File: src/rtl/mult8_seq_ctrl.sv
`default_nettype none
// ============================================================================
// Module   : mult8_seq_ctrl (+ 4x4 core "main")
// Brief    : Unsigned 8x8->16 multiplier built from one 4x4 core over 1-4 steps.
// Revision : 1.0
// ============================================================================

module main (
  input  logic [3:0] i_a,
  input  logic [3:0] i_b,
  output logic [7:0] o_p
);

  assign o_p = {4'b0000, i_a} * {4'b0000, i_b};

endmodule

module mult8_seq_ctrl #(
  parameter int SHORT_EN = 1
) (
  input  logic        clk,
  input  logic        rst,
  input  logic        in_valid,
  output logic        in_ready,
  input  logic [7:0]  in_a,
  input  logic [7:0]  in_b,
  output logic        out_valid,
  input  logic        out_ready,
  output logic [15:0] out_p,
  output logic        busy
);

  typedef enum logic [1:0] {
    S_IDLE = 2'd0,
    S_RUN  = 2'd1,
    S_DONE = 2'd2
  } state_t;

  state_t      r_state;
  state_t      w_state_nxt;
  logic [1:0]  r_step;
  logic        r_short;
  logic [7:0]  r_op_a;
  logic [7:0]  r_op_b;
  logic [15:0] r_acc;
  logic [15:0] r_out_p;
  logic        r_out_valid;

  logic [3:0]  w_core_a;
  logic [3:0]  w_core_b;
  logic [7:0]  w_pp;
  logic [15:0] w_pp_shifted;
  logic [15:0] w_sum;
  logic        w_last;
  logic        w_accept;
  logic        w_short_ok;

  assign in_ready  = (r_state == S_IDLE);
  assign busy      = (r_state != S_IDLE);
  assign out_valid = r_out_valid;
  assign out_p     = r_out_p;
  assign w_accept  = in_valid && in_ready;

  generate
    if (SHORT_EN != 0) begin : g_short_en
      assign w_short_ok = (in_a[7:4] == 4'h0) && (in_b[7:4] == 4'h0);
    end else begin : g_short_dis
      assign w_short_ok = 1'b0;
    end
  endgenerate

  main u_core (
    .i_a (w_core_a),
    .i_b (w_core_b),
    .o_p (w_pp)
  );

  // Nibble selection and partial-product alignment for the current step.
  always_comb begin
    w_core_a     = r_op_a[3:0];
    w_core_b     = r_op_b[3:0];
    w_pp_shifted = {8'h00, w_pp};
    case (r_step)
      2'd0: begin
        w_core_a     = r_op_a[3:0];
        w_core_b     = r_op_b[3:0];
        w_pp_shifted = {8'h00, w_pp};
      end
      2'd1: begin
        w_core_a     = r_op_a[3:0];
        w_core_b     = r_op_b[7:4];
        w_pp_shifted = {4'h0, w_pp, 4'h0};
      end
      2'd2: begin
        w_core_a     = r_op_a[7:4];
        w_core_b     = r_op_b[3:0];
        w_pp_shifted = {4'h0, w_pp, 4'h0};
      end
      default: begin
        w_core_a     = r_op_a[7:4];
        w_core_b     = r_op_b[7:4];
        w_pp_shifted = {w_pp, 8'h00};
      end
    endcase
  end

  assign w_sum  = r_acc + w_pp_shifted;
  assign w_last = (r_step == 2'd3) || r_short;

  always_comb begin
    w_state_nxt = r_state;
    case (r_state)
      S_IDLE:  if (w_accept)  w_state_nxt = S_RUN;
      S_RUN:   if (w_last)    w_state_nxt = S_DONE;
      S_DONE:  if (out_ready) w_state_nxt = S_IDLE;
      default: w_state_nxt = S_IDLE;
    endcase
  end

  always_ff @(posedge clk) begin
    if (rst) begin
      r_state <= S_IDLE;
    end else begin
      r_state <= w_state_nxt;
    end
  end

  always_ff @(posedge clk) begin
    if (rst) begin
      r_step      <= 2'd0;
      r_short     <= 1'b0;
      r_op_a      <= 8'h00;
      r_op_b      <= 8'h00;
      r_acc       <= 16'h0000;
      r_out_p     <= 16'h0000;
      r_out_valid <= 1'b0;
    end else begin
      case (r_state)
        S_IDLE: begin
          if (w_accept) begin
            r_op_a  <= in_a;
            r_op_b  <= in_b;
            r_acc   <= 16'h0000;
            r_step  <= 2'd0;
            r_short <= w_short_ok;
          end
        end
        S_RUN: begin
          r_acc <= w_sum;
          if (w_last) begin
            r_out_p     <= w_sum;
            r_out_valid <= 1'b1;
          end else begin
            r_step <= r_step + 2'd1;
          end
        end
        S_DONE: begin
          // out_p stays put; only the handshake flag drops on acknowledge.
          if (out_ready) r_out_valid <= 1'b0;
        end
        default: begin
          r_out_valid <= 1'b0;
        end
      endcase
    end
  end

endmodule

`default_nettype wire

File: config.mk
export PLATFORM = sky130hd
export DESIGN_NAME = mult8_seq_ctrl
export DESIGN_NICKNAME = d
export VERILOG_FILES = /design/src/rtl/mult8_seq_ctrl.sv
export SDC_FILE = /design/constraint.sdc
export NUM_CORES = 1
export LEC_CHECK = 0
export CORE_UTILIZATION = 51
export DETAILED_ROUTE_END_ITERATION = 10
export GPL_ROUTABILITY_DRIVEN = 0
export PLACE_DENSITY = 0.76
export REMOVE_ABC_BUFFERS = 1
export SETUP_SLACK_MARGIN = 0.1
export SYNTH_ARGS = -nofsm -noshare
export SYNTH_HDL_FRONTEND = slang
export SYNTH_SLANG_ARGS = --single-unit
File: constraint.sdc
create_clock -name clk -period 5.5 [get_ports clk]
set_input_delay 1.375 -clock clk [delete_from_list [all_inputs] [get_ports clk]]
set_output_delay 1.375 -clock clk [all_outputs]
set_load 0.005 [all_outputs]
==> impl_metrics.csv <==
group,metric,value,unit
outcome,status,"complete, but fails checks",
outcome,violations,"DRC",
setup_path,cp-end-kind,"flop",
job,cap_violations,0,
worst_hold_path,worstHoldStart,"out_p[6]$_SDFFE_PP0P_",
grt,grt_overflow,0,
placed_design,portBuffers,38,
grt,grt_max_degree,40,
clock_network,path_clk_slew,100,ps
die,core_area,0.00649,mm2
sta,setup_tns,0,ps
die,initial_utilization,0.540,
drt,routed_via_density,5.88,
sta,finalHoldViolCount,0,
setup_path,crit_path_cell_trace,"inv_1 > ha_1 > nor2_2 > buf_4 > mux2i_2 > or2_2 > fa_1 > inv_1 > fa_1 > inv_1 > fa_2 > inv_1 > a21o_2 > a21oi_1 > xnor2_1 > a22o_1 > ha_4 > nand2_1 > o21a_1 > o221a_2 > and3_4 > or4b_1 > nand3_1",
synthesis,ys_ff_latch,54,
sta,layout_min_cycle_time,5260,ps
setup_path,critical_path_class,"reg2reg",
clock_network,clockBufferDepth,2,
sta,fin_skew,12.1,ps
drt,vias,3285,
power,leakage,1.67,nW
die,die_area,0.00721,mm2
power,peakVddDrop,0.000151,V
synthesis,synth.distinct_cells,56,
synthesis,synth-main-ff-cell,"dfxtp_1",
grt,grt_pass1_vias,3040,
synthesis,syn_avg_cell_area,7.90,um2
sta,timing.final.max_slew_violations,0,
setup_path,crit_required,5760,ps
die,die_h,84.9,um
synthesis,mappedNetlistArea,0.00351,mm2
setup_path,arrival,5520,ps
placed_design,hpwl,6.02,mm
final_layout,syn2layout_area_growth,19.5,%
power,power_density,174,mW/mm2
synthesis,synth_edf_count,0,
drt,dr.pass1.iters,7,
grt,grt_pass1_wl,13.3,mm
synthesis,ys_seq_area_frac,0.308,
synthesis,yosysTopAreaCell,"dfxtp_1",
synthesis,async_reset_ff_frac,0,
drt,ant_nets,0,
clock_network,cts_tree,"built",
setup_path,r2r-start,"r_step[1]$_SDFFE_PP0P_",
drt,drc_errors,4,
sta,setup_viol,0,
worst_hold_path,holdCritPathClass,"reg2reg",
synthesis,netlist_instances,444,
synthesis,ys.warnings.count,0,
clock_network,hold_buffers,0,
clock_network,numCtsBuffers,5,
clock_network,clock_latency,310,ps
drt,post_drt_wl_per_cell,14.6,um
sta,rsz0062_at_grt,"false",
setup_path,worst_setup_path_start_kind,"flop",
setup_path,slowest_stage,"fa_1",
sta,period_share,0.957,
setup_path,critical_path.startpoint,"r_step[1]$_SDFFE_PP0P_",
clock_network,cts_sinks,54,
drt,initialDrtViolationCount,109,
sta,fin_ws,237,ps
sta,max_slew.worst_pin.slew,1070,ps
grt,grt_usage,0.227,
synthesis,yosysTopAreaCellShare,0.308,
final_layout,diodes,0,
setup_path,r2r_slack,240,ps
synthesis,yosysMostFrequentCell,"nand2_1",
grt,antenna_found_initial,0,
setup_path,cp_common_cell,"inv_1",
clock_network,clockRootBuffer,"clkbuf_8",
drt,routed_wl,8.14,mm
clock_network,ctsHtreeMaxLevel,2,
placed_design,pre_cts_ws,-0.870,ps
synthesis,synthTopCellsByArea,"dfxtp_1, ha_1, nand2_1",
die,dieWidth,84.9,um
die,fp-row-count,29,
final_layout,nFillCells,556,
die,ios,39,
synthesis,synth.top_cells.by_count,"nand2_1, dfxtp_1, nor2_1",
sta,relSlewSlack,0.285,
final_layout,layout.nets,538,
setup_path,critPathMaxFanout,7,
setup_path,cpPeakStageDelay,570,ps
final_layout,fin_util,0.645,
final_layout,drive_gt1_frac,0.114,
sta,fmax,0.190,GHz
[report_power, final]
group	internal [W]	switching, W	total, W
Combinational	0.0000496	0.0000599	0.000109
Clock	0.0000859	0.000126	0.000212
Sequential	0.000400	0.00000678	0.000407
Total	0.000536	0.000193	0.000729
[routing by layer]
layer  vias up  track usage  wire [um]
met2        78        0.419       4170
met3        11       0.0486        326
met1      1549        0.263       3560
li1       1647            -          -
met4         0       0.0678         80
met5         -            0          0
[registers in the layout (all words and copies together) (netlist names)]
name,cells
r_short,1
r_op_a,8
out_valid,1
r_step,2
r_acc,16
r_state,2
r_op_b,8
out_p,16
[worst max-delay path: cells and delay by family (launching register included)]
family / cells / cell delay, ps
multiplexers: 1 / 170
XOR/XNOR: 1 / 160
adder cells (fa/ha/maj): 5 / 2010
AO/OA/AOI/OAI: 5 / 940
flip-flops: 1 / 350
AND/OR/NAND/NOR: 6 / 1100
buffers and inverters: 5 / 480
[what timing repair did]
item | 4_1_cts | 5_1_grt
pin swaps | 1 | 10
buffers inserted | 1 | 6
gates resized for setup | 9 | 22
endpoints found under the hold margin | 0 | 0
setup endpoints to repair | 3 | 15
[final timing paths]
path,to,cells past startpoint
worst max-delay path,r_acc[15]$_SDFFE_PP0P_,23
worst min-delay path,out_p[6]$_SDFFE_PP0P_,2
worst min register to register,out_p[6]$_SDFFE_PP0P_,2
worst max register to register,r_acc[15]$_SDFFE_PP0P_,23
[logic make-up (layout without fill, tap and decap cells)]
logic type	Yosys count	count (layout)	synth area share
compound gates	111	111	0.203
xor+xnor	13	13	0.0325
fa+ha+maj	36	36	0.139
buf+inv	39	77	0.0457
flops	54	54	0.308
mux	10	10	0.0285
simple gates	181	181	0.243
[layout make-up]
type | count | area, um2 | share of cell area
multi-input combinational | 351 | 2380 | 0.568
tap | 77 | 96.3 | 0.0230
sequential | 54 | 1080 | 0.259
timing repair buffer | 52 | 485 | 0.116
clock buffer | 5 | 68.8 | 0.0164
clock inverter | 2 | 10.0 | 0.00239
inverter | 18 | 67.6 | 0.0161
[stage by stage]
stage / instance area (um2) / power, W / std cells / hold WS, ps
5_1_grt: 4190 / 0.000761 / 559 / 481
3_3_place_gp: 3940 / 0.000511 / 545 / 441
6_report: 4190 / 0.000729 / 559 / 457
4_1_cts: 4060 / 0.000723 / 553 / 461
2_1_floorplan: 3410 / 0.000470 / 423 / 430
3_5_place_dp: 3940 / 0.000514 / 545 / 448
[cells in the final DEF (no fill, tap or decap), types with 4 or more instances in the layout]
| master | count |
|---|---|
| clkbuf_8 | 5 |
| fa_1 | 4 |
| nor2_1 | 45 |
| and3_1 | 4 |
| nand2_1 | 67 |
| nand4_1 | 6 |
| a21o_1 | 5 |
| a21oi_1 | 40 |
| o21a_1 | 4 |
| ha_1 | 25 |
| a21oi_2 | 5 |
| nor3_1 | 6 |
| clkdlybuf4s50_1 | 38 |
| nand3_1 | 14 |
| mux2i_2 | 4 |
| o211ai_1 | 7 |
| a22oi_1 | 10 |
| and2_1 | 8 |
| a22o_1 | 4 |
| nor2b_1 | 8 |
| inv_1 | 18 |
| xnor2_1 | 10 |
| o21ai_2 | 4 |
| o21ai_0 | 8 |
| buf_4 | 14 |
| dfxtp_1 | 52 |
| mux2i_1 | 6 |
| or3_1 | 6 |
No activity file was read; power rests on OpenSTA's default activity.
